**config.mk**
```make
export PLATFORM = sky130hd
export DESIGN_NAME = io_halfduplex_ctrl
export DESIGN_NICKNAME = d
export VERILOG_FILES = /design/src/rtl/io_halfduplex_ctrl_pkg.sv /design/src/rtl/io_sync2.sv /design/src/rtl/io_halfduplex_ctrl.sv
export SDC_FILE = /design/constraint.sdc
export NUM_CORES = 1
export LEC_CHECK = 0
export CORE_ASPECT_RATIO = 1.5
export CORE_UTILIZATION = 49
export DETAILED_ROUTE_END_ITERATION = 8
export HOLD_SLACK_MARGIN = 0.08
export PLACE_DENSITY = 0.81
export SETUP_SLACK_MARGIN = 0.5
export SKIP_CTS_REPAIR_TIMING = 1
export SKIP_LAST_GASP = 1
export SLEW_MARGIN = 30
export SYNTH_ARGS = -nofsm -noshare
export SYNTH_HDL_FRONTEND = slang
export SYNTH_SLANG_ARGS = --single-unit
```
**constraint.sdc**
```tcl
create_clock -name C -period 1.8 [get_ports C]
set_input_delay 0.36 -clock C [delete_from_list [all_inputs] [get_ports C]]
set_output_delay 0.36 -clock C [all_outputs]
set_load 0.03 [all_outputs]
```
**src/rtl/io_halfduplex_ctrl_pkg.sv**
```systemverilog
// Shared types and frame constants for the half-duplex single-wire pad controller.
package io_halfduplex_ctrl_pkg;

    typedef enum logic [2:0] {
        IDLE,
        TX_GUARD,
        TX_SHIFT,
        TX_TURN,
        RX_START,
        RX_SHIFT,
        RX_STOP,
        RX_BREAK
    } state_t;

    localparam logic START_BIT  = 1'b0;
    localparam logic STOP_BIT   = 1'b1;
    localparam logic IDLE_LEVEL = 1'b1;

endpackage

```
**src/rtl/io_sync2.sv**
```systemverilog
// Two-flop synchronizer for the pad input; resets to the idle line level.
module io_sync2
    import io_halfduplex_ctrl_pkg::*;
(
    input  logic clk,
    input  logic rst,
    input  logic d,
    output logic q
);

    logic meta;

    always_ff @(posedge clk) begin
        if (rst) begin
            meta <= IDLE_LEVEL;
            q    <= IDLE_LEVEL;
        end else begin
            meta <= d;
            q    <= meta;
        end
    end

endmodule

```
**src/rtl/io_halfduplex_ctrl.sv**
```systemverilog
// Core-side controller for a half-duplex single-wire pad: frames TX words onto the
// tri-state buffer, deframes RX words from it, and owns the bus turnaround.
module io_halfduplex_ctrl
    import io_halfduplex_ctrl_pkg::*;
#(
    parameter int W       = 8,
    parameter int BIT_CYC = 16,
    parameter int GUARD   = 2,
    parameter int TURN    = 2
) (
    input  logic         C,
    input  logic         R,
    input  logic [W-1:0] TX_DATA,
    input  logic         TX_VALID,
    output logic         TX_READY,
    output logic [W-1:0] RX_DATA,
    output logic         RX_VALID,
    output logic         RX_ERR,
    output logic         BUSY,
    input  logic         PAD_I,
    output logic         PAD_O,
    output logic         PAD_T
);

    localparam int CYC_W   = $clog2(BIT_CYC);
    localparam int BIT_W   = $clog2(W + 2);
    localparam int GAP_MAX = (GUARD > TURN) ? GUARD : TURN;
    localparam int GAP_W   = $clog2(GAP_MAX + 1);

    localparam logic [CYC_W-1:0] CYC_LAST   = CYC_W'(BIT_CYC - 1);
    localparam logic [CYC_W-1:0] HALF_LAST  = CYC_W'(BIT_CYC / 2 - 1);
    localparam logic [BIT_W-1:0] DATA_LAST  = BIT_W'(W - 1);
    localparam logic [BIT_W-1:0] DATA_END   = BIT_W'(W);
    localparam logic [BIT_W-1:0] STOP_IDX   = BIT_W'(W + 1);
    localparam logic [GAP_W-1:0] GUARD_LAST = GAP_W'(GUARD - 1);
    localparam logic [GAP_W-1:0] TURN_LAST  = GAP_W'(TURN - 1);

    state_t             state, state_nxt;
    logic [CYC_W-1:0]   cyc_cnt, cyc_nxt;
    logic [BIT_W-1:0]   bit_cnt, bit_nxt;
    logic [GAP_W-1:0]   gap_cnt, gap_nxt;
    logic [W-1:0]       tx_shift, tx_shift_nxt;
    logic [W-1:0]       rx_shift, rx_shift_nxt;
    logic [W-1:0]       rx_data_nxt;
    logic               pad_o_nxt, pad_t_nxt;
    logic               rx_valid_nxt, rx_err_nxt;
    logic               s, s_prev;
    logic               rx_start, tx_fire;

    io_sync2 u_sync (
        .clk (C),
        .rst (R),
        .d   (PAD_I),
        .q   (s)
    );

    // A falling edge on the synchronized line while idle claims the bus for RX,
    // which is why it blocks a TX handshake offered in the same cycle.
    assign rx_start = (state == IDLE) && (s_prev == IDLE_LEVEL) && (s == START_BIT);
    assign TX_READY = (state == IDLE) && !rx_start && !R;
    assign tx_fire  = TX_VALID && TX_READY;
    assign BUSY     = (state != IDLE);

    always_comb begin
        state_nxt    = state;
        cyc_nxt      = cyc_cnt;
        bit_nxt      = bit_cnt;
        gap_nxt      = gap_cnt;
        tx_shift_nxt = tx_shift;
        rx_shift_nxt = rx_shift;
        rx_data_nxt  = RX_DATA;
        pad_o_nxt    = PAD_O;
        pad_t_nxt    = PAD_T;
        rx_valid_nxt = 1'b0;
        rx_err_nxt   = 1'b0;

        case (state)
            IDLE: begin
                pad_t_nxt = 1'b1;
                pad_o_nxt = IDLE_LEVEL;
                if (rx_start) begin
                    state_nxt = RX_START;
                    cyc_nxt   = '0;
                end else if (tx_fire) begin
                    state_nxt    = TX_GUARD;
                    gap_nxt      = '0;
                    tx_shift_nxt = TX_DATA;
                    pad_t_nxt    = 1'b0;
                    pad_o_nxt    = IDLE_LEVEL;
                end
            end

            TX_GUARD: begin
                if (gap_cnt == GUARD_LAST) begin
                    state_nxt = TX_SHIFT;
                    cyc_nxt   = '0;
                    bit_nxt   = '0;
                    pad_o_nxt = START_BIT;
                end else begin
                    gap_nxt = gap_cnt + 1'b1;
                end
            end

            // bit_cnt is the frame bit currently on the pad: 0 start, 1..W data, W+1 stop.
            TX_SHIFT: begin
                if (cyc_cnt == CYC_LAST) begin
                    cyc_nxt = '0;
                    if (bit_cnt == STOP_IDX) begin
                        state_nxt = TX_TURN;
                        gap_nxt   = '0;
                        pad_t_nxt = 1'b1;
                        pad_o_nxt = IDLE_LEVEL;
                    end else begin
                        bit_nxt = bit_cnt + 1'b1;
                        if (bit_cnt < DATA_END) begin
                            pad_o_nxt    = tx_shift[0];
                            tx_shift_nxt = tx_shift >> 1;
                        end else begin
                            pad_o_nxt = STOP_BIT;
                        end
                    end
                end else begin
                    cyc_nxt = cyc_cnt + 1'b1;
                end
            end

            TX_TURN: begin
                if (gap_cnt == TURN_LAST) begin
                    state_nxt = IDLE;
                end else begin
                    gap_nxt = gap_cnt + 1'b1;
                end
            end

            RX_START: begin
                if (cyc_cnt == HALF_LAST) begin
                    cyc_nxt = '0;
                    bit_nxt = '0;
                    state_nxt = (s == START_BIT) ? RX_SHIFT : IDLE;
                end else begin
                    cyc_nxt = cyc_cnt + 1'b1;
                end
            end

            RX_SHIFT: begin
                if (cyc_cnt == CYC_LAST) begin
                    cyc_nxt              = '0;
                    rx_shift_nxt         = rx_shift >> 1;
                    rx_shift_nxt[W-1]    = s;
                    if (bit_cnt == DATA_LAST) begin
                        state_nxt = RX_STOP;
                    end else begin
                        bit_nxt = bit_cnt + 1'b1;
                    end
                end else begin
                    cyc_nxt = cyc_cnt + 1'b1;
                end
            end

            // Leaving at mid-stop-bit lets a following start edge be caught with no dead time.
            RX_STOP: begin
                if (cyc_cnt == CYC_LAST) begin
                    cyc_nxt = '0;
                    if (s == STOP_BIT) begin
                        rx_valid_nxt = 1'b1;
                        rx_data_nxt  = rx_shift;
                        state_nxt    = IDLE;
                    end else begin
                        rx_err_nxt = 1'b1;
                        state_nxt  = RX_BREAK;
                    end
                end else begin
                    cyc_nxt = cyc_cnt + 1'b1;
                end
            end

            RX_BREAK: begin
                if (s == IDLE_LEVEL) begin
                    state_nxt = IDLE;
                end
            end

            default: begin
                state_nxt = IDLE;
                pad_t_nxt = 1'b1;
                pad_o_nxt = IDLE_LEVEL;
            end
        endcase
    end

    always_ff @(posedge C) begin
        if (R) begin
            state    <= IDLE;
            cyc_cnt  <= '0;
            bit_cnt  <= '0;
            gap_cnt  <= '0;
            s_prev   <= IDLE_LEVEL;
            PAD_T    <= 1'b1;
            PAD_O    <= IDLE_LEVEL;
            RX_DATA  <= '0;
            RX_VALID <= 1'b0;
            RX_ERR   <= 1'b0;
        end else begin
            state    <= state_nxt;
            cyc_cnt  <= cyc_nxt;
            bit_cnt  <= bit_nxt;
            gap_cnt  <= gap_nxt;
            s_prev   <= s;
            PAD_T    <= pad_t_nxt;
            PAD_O    <= pad_o_nxt;
            RX_DATA  <= rx_data_nxt;
            RX_VALID <= rx_valid_nxt;
            RX_ERR   <= rx_err_nxt;
        end
    end

    always_ff @(posedge C) begin
        tx_shift <= tx_shift_nxt;
        rx_shift <= rx_shift_nxt;
    end

endmodule

```
==> run metrics, run 1 <==
Longest Clk Path Bufs 2; Bufs and invs on worst path 0; area leader, netlist dfxtp_1; Worst Hold Class flop to flop; adder-cell share of the synthesized area 2.381%; # port buffers 25; final setup fails 0; register area share after synthesis 49.52%; Post-DRT Antenna Nets 0; pre-CTS WS -0.1958 ns; CP endpoint kind flop; crit start category flop; fill count 246; area grow syn2layout 49.58%; GP Congestion 0.8886; via count 1,929; setup slack after layout 0.1144 ns; DR pass1 iterations 4; post-synth top area share 26.67%; CTS tree built; final total negative setup slack 0 ns; # diodes 0; final wirelength 5684 µm; CP Data Arrival Time 1.92 ns; Crit-path slowest cell or4_4; Peak VDD IR 0.001262 V; htree depth 2; Synth Area per Inst 10.35 µm²; slew margin rel. 78.34%; Global Route Usage Sum 21.01%; Critical Path, Cell by Cell ha_4, and3_4, a211o_4, o221ai_4, or4_4, a21oi_2; full die area 4561 µm²; power per cell area 1414 nW/µm²; RSZ-0062 raised after global routing yes; Synth Area in Simple Gates 20.30%; status finished, final reports clean; Worst Path Class, Setup flop to flop; Top FF cell, synth dfxtp_1; DR iter-0 viols 64; CP delay by family, top simple AND/OR/NAND/NOR gates; Post-route DRC 0; CP peak stage delay 0.51 ns; largest net degree at the start of global routing 15; yosys warns 0; number of synthesized flops with an enable pin 16; initial antenna violation count 0; syn_nets 219; crit path time final 1.686 ns; worst skew pair latency 0.30 ns; Die Span Y 82.22 µm; top-count cell post-synth dfxtp_1; Boundary Pins 26; row cnt 28; Critical Path RT 2.04 ns; period utilization 93.65%; maxcap violations 0; largest family of logic cells by synthesized area simple AND/OR/NAND/NOR gates; Commonest cells post-synth 28 x dfxtp_1, 20 x nor2_1, 16 x edfxtp_1; CTS clk-pin slew, worst paths 0.09 ns; gr ovfl total 0; # clock sinks 44; Cells after Synth 203; post-synthesis cell type count 52; Final Hold Fails 0; Yosys reg bits 44; initial core utilization 52.17%; Final nets 288; Die X 55.48 µm; number of buffers created by CTS 5; drt wl/cell 17.87 µm; Tightest Pin Transition 0.3241 ns; Max Fclk 593.3 MHz; Worst Skew 0.006604 ns; first-pass GRT wire length 7396 µm; Synth Area in Compound Gates 15.24%; CTS Root Cell clkbuf_8; worst-path fanout max 8; Post-DP HPWL 3272 µm; Vias/cell 6.066; vias in the first global route 1,679; ys async rst share 0%; Core ar. 4029 µm²; leakage 1.339 nW; share of post-route cells with drive strength above 1 50.92%; mux contribution to synthesized area 7.560%; final slew viol count 0; ranking of synthesized cells by area dfxtp_1 27%, edfxtp_1 23%, mux2i_1 3.8%; Synth Cell Area 2102 µm²; xor and xnor fraction of the mapped netlist area 0.4167%
where the power goes:
part	total (mW)	switching [mW]	internal [mW]
sequential	1.29	0.140	1.16
combinational	2.36	1.20	1.15
clock	0.793	0.339	0.454
final cells by class:
class                           count  area, µm²  area share [%]
Timing Repair Buffer               74      620.6           19.74
Inverter                            6      26.28          0.8357
Clock inverter                      2      38.79           1.234
Multi-Input combinational cell    141       1250           39.75
Sequential cell                    44       1070           34.02
Clock buffer                        6      82.58           2.626
Tap cell                           45      56.30           1.791
cell usage in the layout (no fill, tap or decap), drive strengths merged, types with 9 or more instances in the layout:
master	synthesis	final
edfxtp	16	16
nand2	13	13
a21oi	11	11
o21ai	10	10
dfxtp	28	28
clkdlybuf4s50	0	9
clkbuf	5	16
buf	7	51
nor2	20	20
nand3	9	9
worst paths after layout:
kind / start / endpoint / depth (start not counted) / slack (ns)
setup reg to reg: cyc_cnt[1] / bit_cnt[1] / 6 / 0.11
hold reg to reg: u_sync.meta / u_sync.q / 1 / 0.44
hold / removal: u_sync.meta / u_sync.q / 1 / 0.44
setup / recovery: cyc_cnt[1] / bit_cnt[1] / 6 / 0.11
through the flow:
| step | util, % | std cells | cell area (µm²) | power (mW) | hold WS (ns) |
|---|---|---|---|---|---|
| CTS | 69.38 | 294 | 2795 | 3.703 | 0.4226 |
| finish | 78.04 | 318 | 3144 | 4.445 | 0.4351 |
| global route | 78.04 | 318 | 3144 | 4.626 | 0.4571 |
| detailed placement | 66.37 | 286 | 2674 | 2.912 | 0.4029 |
| floorplan | - | 203 | 2277 | 2.445 | 0.3895 |
| global placement | 66.37 | 286 | 2674 | 2.867 | 0.4059 |
cells by family (layout without fill, tap and decap cells):
kind of cell / count (synthesis) / in the layout
and+or+nand+nor: 76 / 76
buffers and inverters: 18 / 88
muxes: 15 / 15
AOI/OAI and AO/OA: 45 / 45
DFF: 44 / 44
xor gates and xnor gates: 1 / 1
adders and majority gates: 4 / 4
metal layers:
metal | GRT usage, % | wire length [µm] | up-vias
li1 | - | - | 889
met1 | 22.29 | 2126 | 928
met2 | 38.43 | 3028 | 85
met3 | 4.361 | 271 | 27
met4 | 12.75 | 257 | 0
met5 | 0 | 0 | -
registers in the layout, indices dropped and copies added (netlist names):
signal / flops
s_prev: 1
u_sync.meta: 1
PAD_O: 1
rx_shift: 8
RX_ERR: 1
bit_cnt: 4
RX_VALID: 1
tx_shift: 8
cyc_cnt: 4
gap_cnt: 2
RX_DATA: 8
state: 3
PAD_T: 1
u_sync.q: 1
worst register-to-register path: stages, from the launching register on:
cell,delay [ns]
dfxtp_4,0.37
ha_4,0.17
and3_4,0.21
a211o_4,0.13
o221ai_4,0.13
or4_4,0.51
a21oi_2,0.12
Power figures use the tool's default switching activity.
==> run 2: changes to the inputs <==
Settings changed: CORE_MARGIN set to 2, CORE_UTILIZATION 49 to 50, PLACE_DENSITY 0.81 to 0.79.
Clock period 1.8 ns to 1.98 ns, I/O delays scaled along.
==> run 2 against run 1 <==
Net effect: flip-flop and latch count stayed put; clock skew is 0.00074 ns higher; sequential power is 11% lower; worst setup slack better by 0.097 ns; critical path depth stayed put; first-iteration DRC count is 94% higher; non-clock buffer count is 8 lower.
==> run metrics, run 2 (synthesized netlist as in run 1, its figures left out) <==
Post-DP HPWL 3210 µm (was 3272 µm); row cnt 28 (unchanged); vias in the first global route 1,659 (was 1,679); Longest Clk Path Bufs 2 (unchanged); Worst Hold Class flop to flop (unchanged); Tightest Pin Transition 0.4903 ns (was 0.3241 ns); via count 1,917 (was 1,929); Top Registers RX_DATA (8), rx_shift (8), tx_shift (8) (unchanged); # port buffers 25 (unchanged); worst-path fanout max 8 (unchanged); initial core utilization 52.63% (was 52.17%); Worst Skew 0.007343 ns (was 0.006604 ns); final wirelength 6044 µm (was 5684 µm); cell count after placement 278 (was 286); CTS tree built (unchanged); CP endpoint kind flop (unchanged); DR pass1 iterations 4 (unchanged); largest net degree at the start of global routing 24 (was 15); first-pass GRT wire length 7624 µm (was 7396 µm); full die area 4749 µm² (was 4561 µm²); Final nets 281 (was 288); pre-CTS WS -0.1103 ns (was -0.1958 ns); initial antenna violation count 0 (unchanged); # clock sinks 44 (unchanged); crit path time final 1.768 ns (was 1.686 ns); CTS Root Cell clkbuf_8 (unchanged); final setup fails 0 (unchanged); worst skew pair latency 0.30 ns (about the same); most frequent cells in the layout 27 x buf_4, 18 x dfxtp_1, 17 x nor2_1 (was 39 x buf_4, 17 x dfxtp_1, 16 x nor2_1, 16 x edfxtp_1, 11 x nand2_1); Core ar. 3994 µm² (was 4029 µm²); commonest non-fill, non-tap cell in the layout buf_4 (unchanged); CTS clk-pin slew, worst paths 0.09 ns (about the same); Boundary Pins 26 (unchanged); Die X 56.94 µm (was 55.48 µm); maxcap violations 0 (unchanged); status finished, final reports clean (unchanged); Global Route Usage Sum 20.11% (was 21.01%); GP Congestion 0.8966 (was 0.8886); final slew viol count 0 (unchanged); Design Area, Final 3157 µm² (was 3144 µm²); DP Area 2541 µm² (was 2674 µm²); Vias/cell 6.164 (was 6.066); leakage 1.436 nW (was 1.339 nW); Post-route DRC 0 (unchanged); crit start category flop (unchanged); period utilization 89.31% (was 93.65%); Die Span Y 83.41 µm (was 82.22 µm); share of post-route cells with drive strength above 1 44.74% (was 50.92%); Post-DRT Antenna Nets 0 (unchanged); Peak VDD IR 0.001070 V (was 0.001262 V); gr ovfl total 0 (unchanged); number of buffers created by CTS 5 (unchanged); Critical Path RT 1.97 ns (was 2.04 ns); DR iter-0 viols 124 (was 64); slew margin rel. 67.26% (was 78.34%); drt wl/cell 19.43 µm (was 17.87 µm); Final Power 4.016 mW (was 4.445 mW); # diodes 0 (unchanged); CP Data Arrival Time 1.76 ns (was 1.92 ns); power per cell area 1272 nW/µm² (was 1414 nW/µm²); htree depth 2 (unchanged); setup slack after layout 0.2116 ns (was 0.1144 ns); Worst Path Class, Setup flop to flop (unchanged); Max Fclk 565.5 MHz (was 593.3 MHz); area grow syn2layout 50.18% (was 49.58%); fin cells 311 (was 318); Final Hold Fails 0 (unchanged); RSZ-0062 raised after global routing yes (unchanged)
==> run 2: through the flow <==
step	hold WS, ns	TNS, ns	utilization (%)
final	0.4273	0	79.04
after global routing	0.4330	0	79.04
after CTS	0.4216	-0.001958	66.38
after detailed placement	0.3980	-0.1613	63.63
after global placement	0.3940	0	63.63
after floorplan	0.3895	0	-
==> run 2: critical path: stages (launching register included) <==
cell and delay (ns):
dfxtp_4 0.40, buf_6 0.11, clkinvlp_4 0.17, buf_4 0.19, nor3_1 0.21, nor2_1 0.14, nor2_4 0.24
==> run 2: worst paths after layout <==
check	from	to	slack, ns	cells after the start
min reg2reg	u_sync.meta	u_sync.q	0.43	1
max reg2reg	state[1]	tx_shift[7]	0.21	6
min	u_sync.meta	u_sync.q	0.43	1
max	state[1]	tx_shift[7]	0.21	6
==> run 2: layout make-up <==
| cell class | instances | area [µm²] |
|---|---|---|
| Timing Repair Buffer | 66 | 658.1 |
| Sequential cell | 44 | 1071 |
| Fill cell | 237 | 837.1 |
| Tap cell | 45 | 56.30 |
| Clock inverter | 2 | 16.27 |
| Multi-Input combinational cell | 142 | 1235 |
| Clock buffer | 6 | 93.84 |
| Inverter | 6 | 26.28 |
==> run 2: where the power goes <==
| part | leakage [nW] | internal, mW | switching (mW) |
|---|---|---|---|
| Combinational | 1.00 | 1.07 | 1.14 |
| Sequential | 0.379 | 1.05 | 0.104 |
| Clock | 0.0530 | 0.330 | 0.330 |
==> run 2: metal layers <==
layer | share of wire (%) | GRT usage (%)
met1 | 37 | 24.95
met2 | 53 | 32.81
met3 | 6.9 | 3.738
met4 | 2.9 | 9.937
met5 | 0 | 0
==> run 3: changes to the inputs <==
Settings changed: PLACE_DENSITY 0.79 to 0.71.
==> run 3 against run 2 <==
Net effect: global-route usage increased by 0.48 points; via count is 2.6% lower; clock power grew 7.6%; sequential share of layout area down 0.85 points; first-iteration DRC count is 49% lower; register-to-register slack improved by 0.02 ns; sequential power grew 3%; critical path depth is the same; worst setup slack improved by 0.017 ns; die area stayed put; power about the same; cell area is 2.2% higher; critical endpoint is now bit_cnt[1]; highest routed layer unchanged.
==> run metrics, run 3 (synthesized netlist as in run 1, its figures left out) <==
Sequential Power Share 29.5% (was 28.7%); # port buffers 25 (unchanged); Crit path top cell by count buf_4; hold path cells 1 (unchanged); Psw 1.580 mW (was 1.571 mW); # clock sinks 44 (unchanged); worst-path fanout max 8 (unchanged); Worst Path Class, Setup flop to flop (unchanged); CTS Root Cell clkbuf_8 (unchanged); Peak VDD IR 0.001324 V (was 0.001070 V); Longest Clk Path Bufs 2 (unchanged); FF-to-FF End bit_cnt[1] (was tx_shift[7]); Worst Skew 0.009205 ns (was 0.007343 ns); Worst Hold Class flop to flop (unchanged); Die Span Y 83.41 µm (unchanged); leakage 1.470 nW (was 1.436 nW); Tightest Pin Transition 0.3425 ns (was 0.4903 ns); WL met1 2322 µm (was 2256 µm); first-pass GRT wire length 7693 µm (was 7624 µm); Post-DP HPWL 3575 µm (was 3210 µm); CTS tree built (unchanged); CP delay by family, top simple AND/OR/NAND/NOR gates (unchanged); slew margin rel. 76.97% (was 67.26%); CP endpoint kind flop (unchanged); largest net degree at the start of global routing 16 (was 24); final wirelength 6166 µm (was 6044 µm); crit path time final 1.751 ns (was 1.768 ns); Post-DRT Antenna Nets 0 (unchanged); DR iter-0 viols 63 (was 124); Post-route DRC 0 (unchanged); via count 1,868 (was 1,917); area grow syn2layout 53.51% (was 50.18%); Clk pwr share 17.7% (was 16.4%); # diodes 0 (unchanged); Global Route Usage Sum 20.59% (was 20.11%); Critical Path, Cell by Cell buf_4, buf_4, nand2_1, o221ai_4, or4_4, a21oi_2 (was buf_6, clkinvlp_4, buf_4, nor3_1, nor2_1, nor2_4); Final Power 4.015 mW (was 4.016 mW); final setup fails 0 (unchanged); r2r startpoint state[2] (was state[1]); drt wl/cell 19.57 µm (was 19.43 µm); GP Congestion 0.8885 (was 0.8966); metal2 WL 3374 µm (was 3193 µm); vias in the first global route 1,649 (was 1,659); CP peak stage delay 0.51 ns (was 0.40 ns); Core ar. 3994 µm² (unchanged); RSZ-0062 raised after global routing yes (unchanged); Top Registers RX_DATA (8), rx_shift (8), tx_shift (8) (unchanged); DP Area 2549 µm² (was 2541 µm²); crit start category flop (unchanged); CTS clk-pin slew, worst paths 0.09 ns (about the same); CP Data Arrival Time 2.00 ns (was 1.76 ns); Design Area, Final 3227 µm² (was 3157 µm²); hold_sp u_sync.meta (unchanged); htree depth 2 (unchanged); metal3 WL 256 µm (was 419 µm); power per cell area 1244 nW/µm² (was 1272 nW/µm²); Sw Share 39.34% (was 39.12%); full die area 4749 µm² (unchanged); Logic pwr share 52.8% (was 54.9%); initial core utilization 52.63% (unchanged); Die X 56.94 µm (unchanged); DR pass1 iterations 4 (unchanged); Final Hold Fails 0 (unchanged); status finished, final reports clean (unchanged); number of buffers created by CTS 5 (unchanged); gr ovfl total 0 (unchanged); most frequent cells in the layout 34 x buf_4, 19 x dfxtp_1, 16 x edfxtp_1 (was 27 x buf_4, 18 x dfxtp_1, 17 x nor2_1); period utilization 88.44% (was 89.31%); Highest Signal Layer met4 (unchanged); Vias/cell 5.930 (was 6.164); worst skew pair latency 0.31 ns (was 0.30 ns); Critical Path RT 2.22 ns (was 1.97 ns); row cnt 28 (unchanged); FF-to-FF path depth 6 (unchanged); Bufs and invs on worst path 2 (was 3); final total negative setup slack 0 ns (unchanged); hold endpoint u_sync.q (unchanged); final slew viol count 0 (unchanged); initial antenna violation count 0 (unchanged); Max Fclk 571.1 MHz (was 565.5 MHz); share of post-route cells with drive strength above 1 47.41% (was 44.74%); commonest non-fill, non-tap cell in the layout buf_4 (unchanged); reg2reg setup slack 0.23 ns (was 0.21 ns); Boundary Pins 26 (unchanged); Power Internal 2.436 mW (was 2.445 mW); Final nets 285 (was 281); maxcap violations 0 (unchanged); Crit-path slowest cell or4_4 (was dfxtp_4)
## run 3: cell types whose count changed in the layout (fill, tap and decap cells not counted), moves of 2 or more
cell / previous run / this run
buf_4: 27 / 34
buf_6: 14 / 12
nand3_1: 6 / 4
nor2_1: 17 / 15
## run 3: worst max-delay path by stage
stage / start / to / depth (start not counted)
6_report: state[2] / bit_cnt[1] / 6
5_1_grt: state[2] / bit_cnt[1] / 6
4_1_cts: state[0] / bit_cnt[3] / 5
3_5_place_dp: TX_VALID / gap_cnt[1] / 6
3_3_place_gp: TX_VALID / gap_cnt[0] / 6
2_1_floorplan: cyc_cnt[1] / bit_cnt[1] / 6
## run 3: per-layer routing
layer,track usage (%),up-vias
li1,-,878
met1,22.99,905
met2,36.89,62
met3,4.829,23
met4,7.611,0
met5,0,-
## run 3: power by group through the flow
stage,combinational (mW),clock [mW],sequential (mW)
floorplan,1.02,0,1.11
global placement,1.28,0,1.17
detailed placement,1.30,0,1.17
CTS,1.31,0.714,1.15
global route,2.25,0.747,1.19
finish,2.12,0.710,1.19
## run 3: final cells by class
type | count | area [µm²]
clock buffers | 5 | 68.82
clock inverters | 3 | 45.04
fillers | 245 | 767.0
inverters | 6 | 26.28
multi-input cells | 142 | 1292
flip-flops and latches | 44 | 1067
well taps | 45 | 56.30
repair buffers | 70 | 670.6
## run 3: per-stage QoR
stage / setup WS (ns) / util, % / hold WS [ns] / cells
2_1_floorplan: 0.4103 / - / 0.3895 / 203
3_3_place_gp: 0.04759 / 63.82 / 0.3988 / 279
3_5_place_dp: 0.03455 / 63.82 / 0.4013 / 279
4_1_cts: 0.06203 / 66.67 / 0.4162 / 287
5_1_grt: 0.1895 / 80.80 / 0.4521 / 315
6_report: 0.2289 / 80.80 / 0.4432 / 315
